--- config.mk ---
export PLATFORM = sky130hd
export DESIGN_NAME = frame_writer
export DESIGN_NICKNAME = d
export VERILOG_FILES = /design/src/rtl/frame_writer.sv
export SDC_FILE = /design/constraint.sdc
export NUM_CORES = 1
export LEC_CHECK = 0
export BUFFER_PORTS_ARGS = -buffer_cell sky130_fd_sc_hd__buf_4
export CORE_UTILIZATION = 45
export DETAILED_ROUTE_END_ITERATION = 12
export PLACE_DENSITY = 0.73
export SYNTH_ARGS = -nofsm -noshare
export SYNTH_HDL_FRONTEND = slang
export SYNTH_SLANG_ARGS = --single-unit
--- constraint.sdc ---
create_clock -name clk -period 1.6 [get_ports clk]
set_input_delay 0.32 -clock clk [delete_from_list [all_inputs] [get_ports clk]]
set_output_delay 0.32 -clock clk [all_outputs]
set_load 0.02 [all_outputs]
--- src/rtl/frame_writer.sv ---
// Raster-order pixel stream to SPRAM frame-buffer writer.
// Shares SPRAM with the vga reader and never writes while spram_rd_sig is high.
module frame_writer #(
  parameter int          W          = 5,
  parameter int          H          = 4,
  parameter int unsigned BASE_ADDR  = 0,
  parameter int          ADDR_W     = 16,
  parameter int          DATA_W     = 16,
  parameter logic [7:0]  LOAD_STATE = 8'h02
) (
  input  logic              clk,
  input  logic              rst,
  input  logic [7:0]        state,
  input  logic              spram_rd_sig,
  input  logic [DATA_W-1:0] s_data,
  input  logic              s_valid,
  input  logic              s_sof,
  output logic              s_ready,
  output logic              wr_en,
  output logic [ADDR_W-1:0] wr_addr,
  output logic [DATA_W-1:0] wr_data,
  output logic [11:0]       x_cnt,
  output logic [11:0]       y_cnt,
  output logic              busy,
  output logic              frame_done
);

  typedef enum logic [1:0] {IDLE, LOAD, DONE} fsm_t;

  fsm_t              fsm_q, fsm_d;
  logic [ADDR_W-1:0] idx_q;
  logic              pend_q;
  logic              pend_last_q;
  logic              load_ok;
  logic              xfer;
  logic              at_last;

  assign load_ok = (state == LOAD_STATE);
  assign xfer    = s_valid && s_ready;
  // A sof pixel always lands at (0,0), so it can never finish a frame.
  assign at_last = !s_sof && (x_cnt == 12'(W - 1)) && (y_cnt == 12'(H - 1));

  // A registered write that meets a vga read cycle waits until the RAM is free.
  assign wr_en      = pend_q && !spram_rd_sig;
  assign frame_done = wr_en && pend_last_q;
  assign busy       = (fsm_q == LOAD);

  always_comb begin
    fsm_d   = fsm_q;
    s_ready = 1'b0;
    case (fsm_q)
      IDLE: begin
        if (load_ok) fsm_d = LOAD;
      end
      LOAD: begin
        s_ready = !spram_rd_sig;
        if (!load_ok)             fsm_d = IDLE;
        else if (xfer && at_last) fsm_d = DONE;
      end
      DONE: begin
        if (!load_ok) fsm_d = IDLE;
      end
      default: fsm_d = IDLE;
    endcase
  end

  always_ff @(posedge clk) begin
    if (rst) begin
      fsm_q       <= IDLE;
      pend_q      <= 1'b0;
      pend_last_q <= 1'b0;
      wr_addr     <= '0;
      wr_data     <= '0;
      x_cnt       <= '0;
      y_cnt       <= '0;
      idx_q       <= '0;
    end else begin
      fsm_q <= fsm_d;

      if (wr_en) pend_q <= 1'b0;
      if (xfer) begin
        pend_q      <= 1'b1;
        pend_last_q <= at_last && load_ok;
        wr_data     <= s_data;
        wr_addr     <= ADDR_W'(BASE_ADDR) + (s_sof ? '0 : idx_q);
      end

      // Counters only live inside LOAD; leaving LOAD for any reason clears them.
      if (fsm_d != LOAD) begin
        x_cnt <= '0;
        y_cnt <= '0;
        idx_q <= '0;
      end else if (fsm_q == LOAD && xfer) begin
        if (s_sof) begin
          x_cnt <= 12'd1;
          y_cnt <= '0;
          idx_q <= ADDR_W'(1);
        end else begin
          if (x_cnt == 12'(W - 1)) begin
            x_cnt <= '0;
            y_cnt <= y_cnt + 12'd1;
          end else begin
            x_cnt <= x_cnt + 12'd1;
          end
          idx_q <= idx_q + ADDR_W'(1);
        end
      end
    end
  end

endmodule

# Word level (Yosys, flattened, before mapping)

Index checks and enable logic that the tools add are counted.

$add $sub $neg: 3
Equal/unequal tests: 6
Mux-type cells: 14
Reductions and logical operators: 15

Operator list:

| cell                    | number |
|---|---|
| $mux W12                | 4 |
| $mux W16                | 2 |
| $add A12 B1 Y12 const B | 2 |
| $add A16 B1 Y16 const B | 1 |
| $eq A12 B2 Y1 const B   | 1 |
| $eq A12 B3 Y1 const B   | 1 |
| $eq A8 B2 Y1 const B    | 1 |
| $logic_and A1 B1 Y1     | 8 |
| $mux W2                 | 4 |
| $pmux W2 S3             | 1 |
| $reduce_bool A2 Y1      | 2 |
| $mux W1                 | 3 |
| $eq A2 B1 Y1 const B    | 1 |
| $eq A2 B2 Y1 const B    | 1 |
| $logic_not A1 Y1        | 2 |
| $logic_not A2 Y1        | 1 |
| $ne A2 B1 Y1 const B    | 1 |
| $reduce_and A2 Y1       | 1 |
| $reduce_or A2 Y1        | 1 |

Register bits after elaboration: 76
Logic and storage cells: 46

# Longest topological paths before layout

Gate-level depths: netlist (run 1).

Depth after elaboration: 9
Mapped depth: 8
Gate-level depth less buffers: 7

# Least setup slack after synthesis (run 1)

Ideal clock, no wire load.

Path kind: register to register
Start point: reg x_cnt[0]
End point: reg y_cnt[4]
Setup time: 0.072 ns
Data arrival time: 1.760 ns
Data required time: 1.528 ns
Slack: -0.232 ns
Stages on the path, launching flop included: 8
Path buffers: 0
Clock period less this slack: 1.832 ns
Path through: dfxtp_1 -> inv_1 -> ha_1 -> nor4b_2 -> and4_4 -> o21ai_4 -> or4_1 -> a21oi_1

Longest elaborated chain between the ends: 9

Ends and longest elaborated chain:

| element                           | RTL line | text |
|---|---|---|
| start, declared                   | 22       | `output logic [11:0] x_cnt,` |
| start signal, assigned            | 103      | `x_cnt <= x_cnt + 12'd1;` |
| $eq A12 B3 Y1 *                   | 41, 99   |  |
| $logic_and A1 B1 Y1 (2 in a row)  | 41       | `assign at_last = !s_sof && (x_cnt == 12'(W - 1)) && (y_cnt == 12'(H - 1));` |
| $logic_and A1 B1 Y1               | 58       | `else if (xfer && at_last) fsm_d = DONE;` |
| $mux W2                           | 58       |  |
| $mux W2                           | 57       | `if (!load_ok) fsm_d = IDLE;` |
| $pmux W2 S3                       | 51       | `case (fsm_q)` |
| $ne A2 B1 Y1                      | 89       | `if (fsm_d != LOAD) begin` |
| $reduce_or A2 Y1 (no source line) | -        |  |
| end signal, assigned              | 101      | `y_cnt <= y_cnt + 12'd1;` |
| end, declared                     | 23       | `output logic [11:0] y_cnt,` |

Every way passes the cells marked *; elsewhere a longest branch is shown, timed or not.
A chain may end at the register's enable or synchronous reset.

# Worst setup path in the final report (run 1)

Start point: reg x_cnt[0]
End point: reg y_cnt[3]

The elaborated chain is that of the path after synthesis.

==> impl_metrics.toml, run 1 <==
[status]
status = "finished, violations left"
violations = "negative setup slack"

[placement]
portBuffers = 88
place_congestion = 0.8745
dp_hpwl_um = 5560

[worst_setup_path]
required_ns = 1.88
crit_family = "simple AND/OR/NAND/NOR gates"
max_stage_delay_ns = 0.48
critPathArrivalTime_ns = 2.07
worstSetupStartpointType = "flop"
path_cells = "inv_4, ha_4, nor4b_4, and4_4, o21ai_4, or4b_4, a21oi_2"
cp_max_fo = 4
path_class = "reg2reg"
worst_setup_path_end_kind = "flop"
reg2reg_from = "x_cnt[0]"
cp-startpoint = "x_cnt[0]"
cp_num_buf_inv = 1
crit_slowest_cell = "or4b_4"

[clock_network]
cts_made_buffers = 9
clk_path_buf_depth = 2
cts.sinks = 76
htreeDepth = 3
root_buffer = "clkbuf_8"
clk_pin_slew_worst_paths_ns = 0.08
clock_latency_ns = 0.35
cts_tree = "built"

[drt]
drc = 0
viasPerCell = 5.068
first_iter_violations = 99
wl_per_cell_um = 13.79
via_count = 3127
wirelength_um = 8510
antenna_left = 0
drt_pass1_iterations = 4

[final_layout]
drive_above_1_share_pct = 37.62
layout_commonest_cell = "buf_4"
multi_input_area_mm2 = 0.001790
layout.nets = 549
final_cell_mix = "buf_4 (139), dfxtp_1 (72), nand2_1 (64)"
seq_area_mm2 = 0.001531
fin_util_pct = 69.54
area_growth_pct = 48.16
fillCellCount = 537
diodes = 0

[timing]
post-route-min-period_ns = 1.789
clock_skew_ns = 0.008583
slew_viol_final = 0
finalHoldViolCount = 0
finalCritPeriodShare_pct = 111.8
setup_slack_ns = -0.1892
worst_slew_pin_slew_ns = 0.4501
rsz0062_at_grt = "true"
finalSetupViolations = 26
timing.setup.tns_ns = -2.339
clock.fmax_mhz = 558.9
slew_headroom_pct = 69.88

[global_routing]
first_global_vias = 2884
grt_util_met2_pct = 37.30
grt_overflow = 0
use_met3_pct = 4.381
antenna_found_initial = 0
grt.total_usage_pct = 22.08
grtUsageMet1_pct = 27.52
top_usage_layer = "met2"
grt_pass1_wl_um = 12990
grt_max_degree = 35

[power]
pwr-share-seq_pct = 57.7
intPower_mw = 2.517
p_sw_share_pct = 23.02
power.total_mw = 3.270
p_sw_uw = 752.6
power_frac_clock_pct = 38.6
p_leak_nw = 1.891
power_density_mw_per_mm2 = 684.5
ir_drop_uv = 349.4
pwr-share-comb_pct = 3.7

[yosys]
synth-seq-cells = 76
synth_edf_count = 0
synth_nets = 413
ys_seq_area_share_pct = 47.19
ys.flop_type = "dfxtp_1"
syn_area_mm2 = 0.003224
async_reset_ff_share_pct = 0
post_synth.cell_area_avg_um2 = 8.485
synth_cells = 380
netlist-cell-type-count = 43
ys_warn_count = 0

[die]
fp.dieH_um = 86.65
core_area_mm2 = 0.006869
rows = 30
ios = 89
die_w_um = 86.65
die_area_mm2 = 0.007507
start_util_pct = 46.94

[flow_run]
maxCapViolations = 0

[worst_hold_path]
hp-start = "s_data[13]"
hold_class = "in2reg"
metal layers:
metal / share of wire, % / wire length (µm)
met5: 0 / 0
met4: 2.1 / 181
met3: 4.5 / 382
met2: 48 / 4100
met1: 45 / 3845
synthesized netlist by cell type, types with 2 or more instances:
cell type	n	area [µm²]
nor4_2	3	37.54
nor2b_1	3	18.77
a21oi_1	41	205.2
clkbuf_1	11	41.29
o21ai_0	6	30.03
nor3b_1	2	15.01
buf_2	6	30.03
nand4_1	7	43.79
nor4_1	6	37.54
nand2_1	66	247.7
nor2_1	43	161.4
nand3_1	14	70.07
nand3b_1	16	120.1
xnor2_1	11	96.34
buf_1	3	11.26
xor2_1	19	166.4
and2_1	2	12.51
and3_1	6	37.54
and4_1	5	43.79
ha_1	4	50.05
dfxtp_1	76	1521
inv_1	4	15.01
nor3_1	6	30.03
final timing paths:
kind         slack (ns)  depth (start not counted)     endpoint
max               -0.19                          7     y_cnt[3]
min                0.22                          3  wr_data[13]
max reg2reg       -0.19                          7     y_cnt[3]
min reg2reg        0.45                          2       pend_q
repair_timing:
action | CTS | global route
hold buffers | 0 | 0
setup buffers | 0 | 1
setup endpoints to repair | 41 | 42
gates resized for setup | 17 | 20
gates cloned | 1 | 2
pin swaps | 12 | 6
worst min-delay path, delay by kind of cell:
kind	cells	cell delay (ns)
compound gates	1	0.05
buf+inv	1	0.11
simple gates	1	0.04
flip-flops by register name (all words and copies together) (netlist names):
name,flops
y_cnt,12
wr_data,16
pend_q,1
idx_q,16
pend_last_q,1
fsm_q,2
wr_addr,16
x_cnt,12
per-stage QoR:
step	hold WS (ns)	std cells	instance area (µm²)	setup slack, ns
global placement	0.4396	597	4367	-0.2030
CTS	0.2045	614	4632	-0.1629
finish	0.2156	617	4777	-0.1892
global route	0.2167	617	4777	-0.2098
floorplan	0.4318	380	3261	-0.1251
detailed placement	0.4432	597	4367	-0.2370
logic make-up after synthesis:
| logic type | share of synthesized area (%) |
|---|---|
| AOI/OAI and AO/OA | 9.663 |
| adders and majority gates | 1.552 |
| buffers and inverters | 3.260 |
| xor gates and xnor gates | 8.149 |
| DFF | 47.19 |
| and+or+nand+nor | 30.19 |
power groups by stage:
stage | Clock (mW) | Sequential (mW) | Combinational, mW
6_report | 1.26 | 1.89 | 0.121
4_1_cts | 1.30 | 1.89 | 0.118
3_3_place_gp | 0 | 1.93 | 0.110
3_5_place_dp | 0 | 1.93 | 0.111
2_1_floorplan | 0 | 1.93 | 0.0397
5_1_grt | 1.37 | 1.89 | 0.128
cell type report:
type                    count  area share [%]
well taps                  96           2.514
repair buffers            145           24.02
clock buffers              10           2.672
clock inverters             6          0.8381
inverters                   4          0.4191
multi-input cells         280           37.48
flip-flops and latches     76           32.06
No activity file was read; power rests on OpenSTA's default activity.
==> run 2, diff against run 1 <==
--- a/config.mk
+++ b/config.mk
@@ -8,7 +8,7 @@
 export BUFFER_PORTS_ARGS = -buffer_cell sky130_fd_sc_hd__buf_4
 export CORE_UTILIZATION = 45
 export DETAILED_ROUTE_END_ITERATION = 12
-export PLACE_DENSITY = 0.73
+export PLACE_DENSITY_LB_ADDON = 0.12
 export SYNTH_ARGS = -nofsm -noshare
 export SYNTH_HDL_FRONTEND = slang
 export SYNTH_SLANG_ARGS = --single-unit
==> impl_metrics.toml, run 2 (synthesized netlist as in run 1, its figures left out) <==
[timing]
setup_slack_ns = -0.1852
clock.fmax_mhz = 560.2
finalSetupViolations = 37
finalHoldViolCount = 0
slew_headroom_pct = 67.62
finalCritPeriodShare_pct = 111.6
post-route-min-period_ns = 1.785
rsz0062_at_grt = "true"
worst_slew_pin_slew_ns = 0.4839
hold_ws_ns = 0.2125
slew_viol_final = 0
clock_skew_ns = 0.009017

[final_layout]
final_cells = 618
final_cell_mix = "buf_4 (140), dfxtp_1 (71), nand2_1 (64)"
diodes = 0
drive_above_1_share_pct = 37.16
top_regs = "idx_q: 16 flops, wr_addr: 16 flops, wr_data: 16 flops"
area_growth_pct = 49.20
layout_commonest_cell = "buf_4"
fin_util_pct = 70.04
layout.nets = 550

[global_routing]
grt_max_degree = 35
grt.total_usage_pct = 21.92
first_global_vias = 2854
grt_overflow = 0
antenna_found_initial = 0
grt_pass1_wl_um = 12890

[die]
core_area_mm2 = 0.006869
die_area_mm2 = 0.007507
die_w_um = 86.65
rows = 30
ios = 89
fp.dieH_um = 86.65
start_util_pct = 46.94

[placement]
dp_hpwl_um = 5585
portBuffers = 88
place_congestion = 0.7899
place_inst = 601

[clock_network]
clk_pin_slew_worst_paths_ns = 0.08
cts_tree = "built"
cts_made_buffers = 9
cts.sinks = 76
root_buffer = "clkbuf_8"
cts_hold_buf = 0
htreeDepth = 3
clock_latency_ns = 0.35
clk_path_buf_depth = 2

[drt]
wirelength_um = 8071
wl_per_cell_um = 13.06
antenna_left = 0
via_count = 3115
first_iter_violations = 69
drc = 0
viasPerCell = 5.040
drt_pass1_iterations = 4

[worst_setup_path]
reg2reg_from = "x_cnt[1]"
rrSetupSlack_ns = -0.19
cp_max_fo = 4
critPathArrivalTime_ns = 2.07
required_ns = 1.88
worst_setup_path_end_kind = "flop"
ff2ff_path_depth = 7
path_class = "reg2reg"
worstSetupStartpointType = "flop"
r2r-end = "y_cnt[3]"

[status]
status = "finished, violations left"
violations = "negative setup slack"

[worst_hold_path]
whs_path_depth = 3
hold_class = "in2reg"
hp-start = "s_data[11]"
min_to = "wr_data[11]"

[flow_run]
maxCapViolations = 0

[power]
p_leak_nw = 1.889
ir_drop_uv = 499.1
power_density_mw_per_mm2 = 785.4
power.total_mw = 3.779
[run 2: cell count changes in the layout (fill, tap and decap cells not counted), sizes merged]
cell,change
buf,+4
bufinv,+2
clkinv,-2
clkinvlp,-1
inv,-1
nand2,-1
[run 2: per-layer routing]
layer / global-route usage, % / wire length [µm]
met1: 27.14 / 3677
met2: 36.65 / 3804
met3: 6.571 / 511
met4: 6.818 / 77
met5: 0 / 0
[run 2: power by group]
group / internal, mW / total [mW] / switching (mW) / leakage [nW]
clock network: 1.06 / 1.77 / 0.708 / 0.128
logic: 0.0702 / 0.121 / 0.0508 / 1.15
registers: 1.89 / 1.89 / 0.0000957 / 0.615
total: 3.02 / 3.78 / 0.758 / 1.89
[run 2: through the flow]
stage	area (µm²)	TNS [ns]	setup slack [ns]
finish	4811	-4.088	-0.1852
global route	4811	-7.508	-0.2757
CTS	4757	-3.239	-0.1690
detailed placement	4422	-3.545	-0.2588
global placement	4422	-2.816	-0.2847
floorplan	3261	-1.447	-0.1251
[run 2: worst max-delay path by stage]
stage                   from         to  slack [ns]  cells after the start
finish              x_cnt[1]   y_cnt[3]       -0.19                      7
global route        x_cnt[0]   y_cnt[3]       -0.28                      7
CTS                 x_cnt[0]   y_cnt[3]       -0.17                      7
detailed placement  state[2]  x_cnt[10]       -0.26                      6
global placement    state[2]  x_cnt[10]       -0.28                      6
floorplan           x_cnt[0]   y_cnt[4]       -0.13                      7
[run 2: area by class of cell]
type / count / area, µm²
fill: 567 / 2058
clock buffer: 12 / 176.4
timing repair buffer: 147 / 1156
multi-input combinational: 279 / 1733
inverter: 4 / 15.01
tap: 96 / 120.1
clock inverter: 4 / 77.57
sequential: 76 / 1533
[run 2: critical path: stages (launching register included)]
cell and delay, ns:
dfxtp_4 0.35, inv_2 0.06, ha_2 0.15, nor4b_4 0.21, and4_4 0.30, o21ai_4 0.08, or4b_1 0.46, a21oi_1 0.12
[run 2: timing repair]
| item | 4_1_cts | 5_1_grt |
|---|---|---|
| setup buffers | 1 | 0 |
| resized for setup | 18 | 12 |
| pin swaps | 5 | 2 |
| hold endpoints to repair | 0 | 0 |
| setup endpoints to repair | 41 | 43 |
==> run 3, diff against run 2 <==
==> constraint.sdc (replaced) <==
create_clock -name clk -period 2.1 [get_ports clk]
set_input_delay 0.42 -clock clk [delete_from_list [all_inputs] [get_ports clk]]
set_output_delay 0.42 -clock clk [all_outputs]
set_load 0.02 [all_outputs]
==> impl_metrics.toml, run 3 (synthesized netlist as in run 1, its figures left out) <==
[drt]
drt_pass1_iterations = 4
antenna_left = 0
via_count = 2925
viasPerCell = 5.114
first_iter_violations = 150
wirelength_um = 7230
drc = 0
wl_per_cell_um = 12.64

[die]
rows = 30
ios = 89
start_util_pct = 46.94
die_area_mm2 = 0.007507
core_area_mm2 = 0.006869
fp.dieH_um = 86.65
die_w_um = 86.65

[power]
p_leak_nw = 1.592
p_sw_uw = 630.7
p_sw_share_pct = 23.50
ir_drop_uv = 391.9
power.total_mw = 2.684
power_density_mw_per_mm2 = 631.9
pwr-share-seq_pct = 53.6
pwr-share-comb_pct = 2.8
power_frac_clock_pct = 43.5
intPower_mw = 2.053

[final_layout]
area_growth_pct = 31.70
final_cells = 572
fin_area_mm2 = 0.004247
drive_above_1_share_pct = 26.26
final_cell_mix = "buf_4 (100), dfxtp_1 (76), nand2_1 (66)"
layout_commonest_cell = "buf_4"
top_regs = "idx_q: 16 flops, wr_addr: 16 flops, wr_data: 16 flops"
diodes = 0
layout.nets = 504
fin_util_pct = 61.82

[placement]
dp_hpwl_um = 4869
pre_cts_ws_ns = 0.1155
place_inst = 556
place_area_mm2 = 0.004030
portBuffers = 88
place_congestion = 0.8376

[worst_hold_path]
whs_path_depth = 3
hold_class = "in2reg"

[worst_setup_path]
cp_max_fo = 7
worstSetupStartpointType = "flop"
ff2ff_path_depth = 7
worst_setup_path_end_kind = "flop"
critPathArrivalTime_ns = 2.20
path_class = "reg2reg"
required_ns = 2.38

[timing]
setup_slack_ns = 0.1734
clock.fmax_mhz = 519.0
finalCritPeriodShare_pct = 91.74
post-route-min-period_ns = 1.927
worst_slew_pin_slew_ns = 0.3343
finalHoldViolCount = 0
slew_headroom_pct = 77.40
timing.setup.tns_ns = 0
slew_viol_final = 0
finalSetupViolations = 0
rsz0062_at_grt = "false"
hold_ws_ns = 0.3031
clock_skew_ns = 0.01015

[clock_network]
root_buffer = "clkbuf_8"
htreeDepth = 3
clk_pin_slew_worst_paths_ns = 0.09
cts_hold_buf = 0
clock_latency_ns = 0.35
clk_path_buf_depth = 2
cts.sinks = 76
cts_tree = "built"
cts_made_buffers = 9

[global_routing]
grt_overflow = 0
grt_pass1_wl_um = 11630
grt_max_degree = 43
grt.total_usage_pct = 19.81
first_global_vias = 2493
antenna_found_initial = 0

[status]
status = "finished, final reports clean"

[flow_run]
maxCapViolations = 0
run 3: cell types whose count changed in the layout (fill, tap and decap cells not counted), sizes merged:
cell	change
buf	-46
bufinv	-1
clkbuf	-3
clkinvlp	+1
inv	+3
run 3: worst paths after layout:
path	start	end	slack, ns
hold / removal	s_data[14]	wr_data[14]	0.30
setup reg to reg	x_cnt[1]	y_cnt[4]	0.17
setup / recovery	x_cnt[1]	y_cnt[4]	0.17
hold reg to reg	wr_addr[7]	wr_addr[7]	0.45
run 3: power by group through the flow:
stage          sequential [mW]  clock [mW]  combinational [mW]
2_1_floorplan             1.47           0              0.0293
3_3_place_gp              1.47           0              0.0766
6_report                  1.44        1.17              0.0761
5_1_grt                   1.44        1.26              0.0818
4_1_cts                   1.44        1.19              0.0767
3_5_place_dp              1.47           0              0.0763
run 3: worst max-delay path: stages, from the launching register on:
cell     delay [ns]
dfxtp_1        0.36
inv_1          0.09
ha_1           0.15
nor4b_4        0.21
and4_4         0.31
o21ai_4        0.09
or4_1          0.48
a21oi_1        0.16
run 3: final cells by class:
| class | instances | area [µm²] |
|---|---|---|
| inverters | 4 | 15.01 |
| clock inverters | 7 | 83.83 |
| clock buffers | 9 | 123.9 |
| well taps | 96 | 120.1 |
| flip-flops and latches | 76 | 1521 |
| multi-input cells | 279 | 1612 |
| repair buffers | 101 | 770.7 |
| fillers | 613 | 2623 |
run 3: per-layer routing:
metal  vias to the layer above  global-route usage [%]  share of wire (%)
li1                       1483                       -                  -
met3                         7                   3.810                5.6
met4                         0                   8.182                1.5
met5                         -                       0                  0
met1                      1346                   26.46                 47
met2                        89                   31.46                 45
run 3: timing repair:
action / 4_1_cts / 5_1_grt
gates resized for setup: 0 / 1
endpoints found under the hold margin: 0 / 0
setup buffers: 0 / 0
endpoints found under the setup margin: 0 / 17
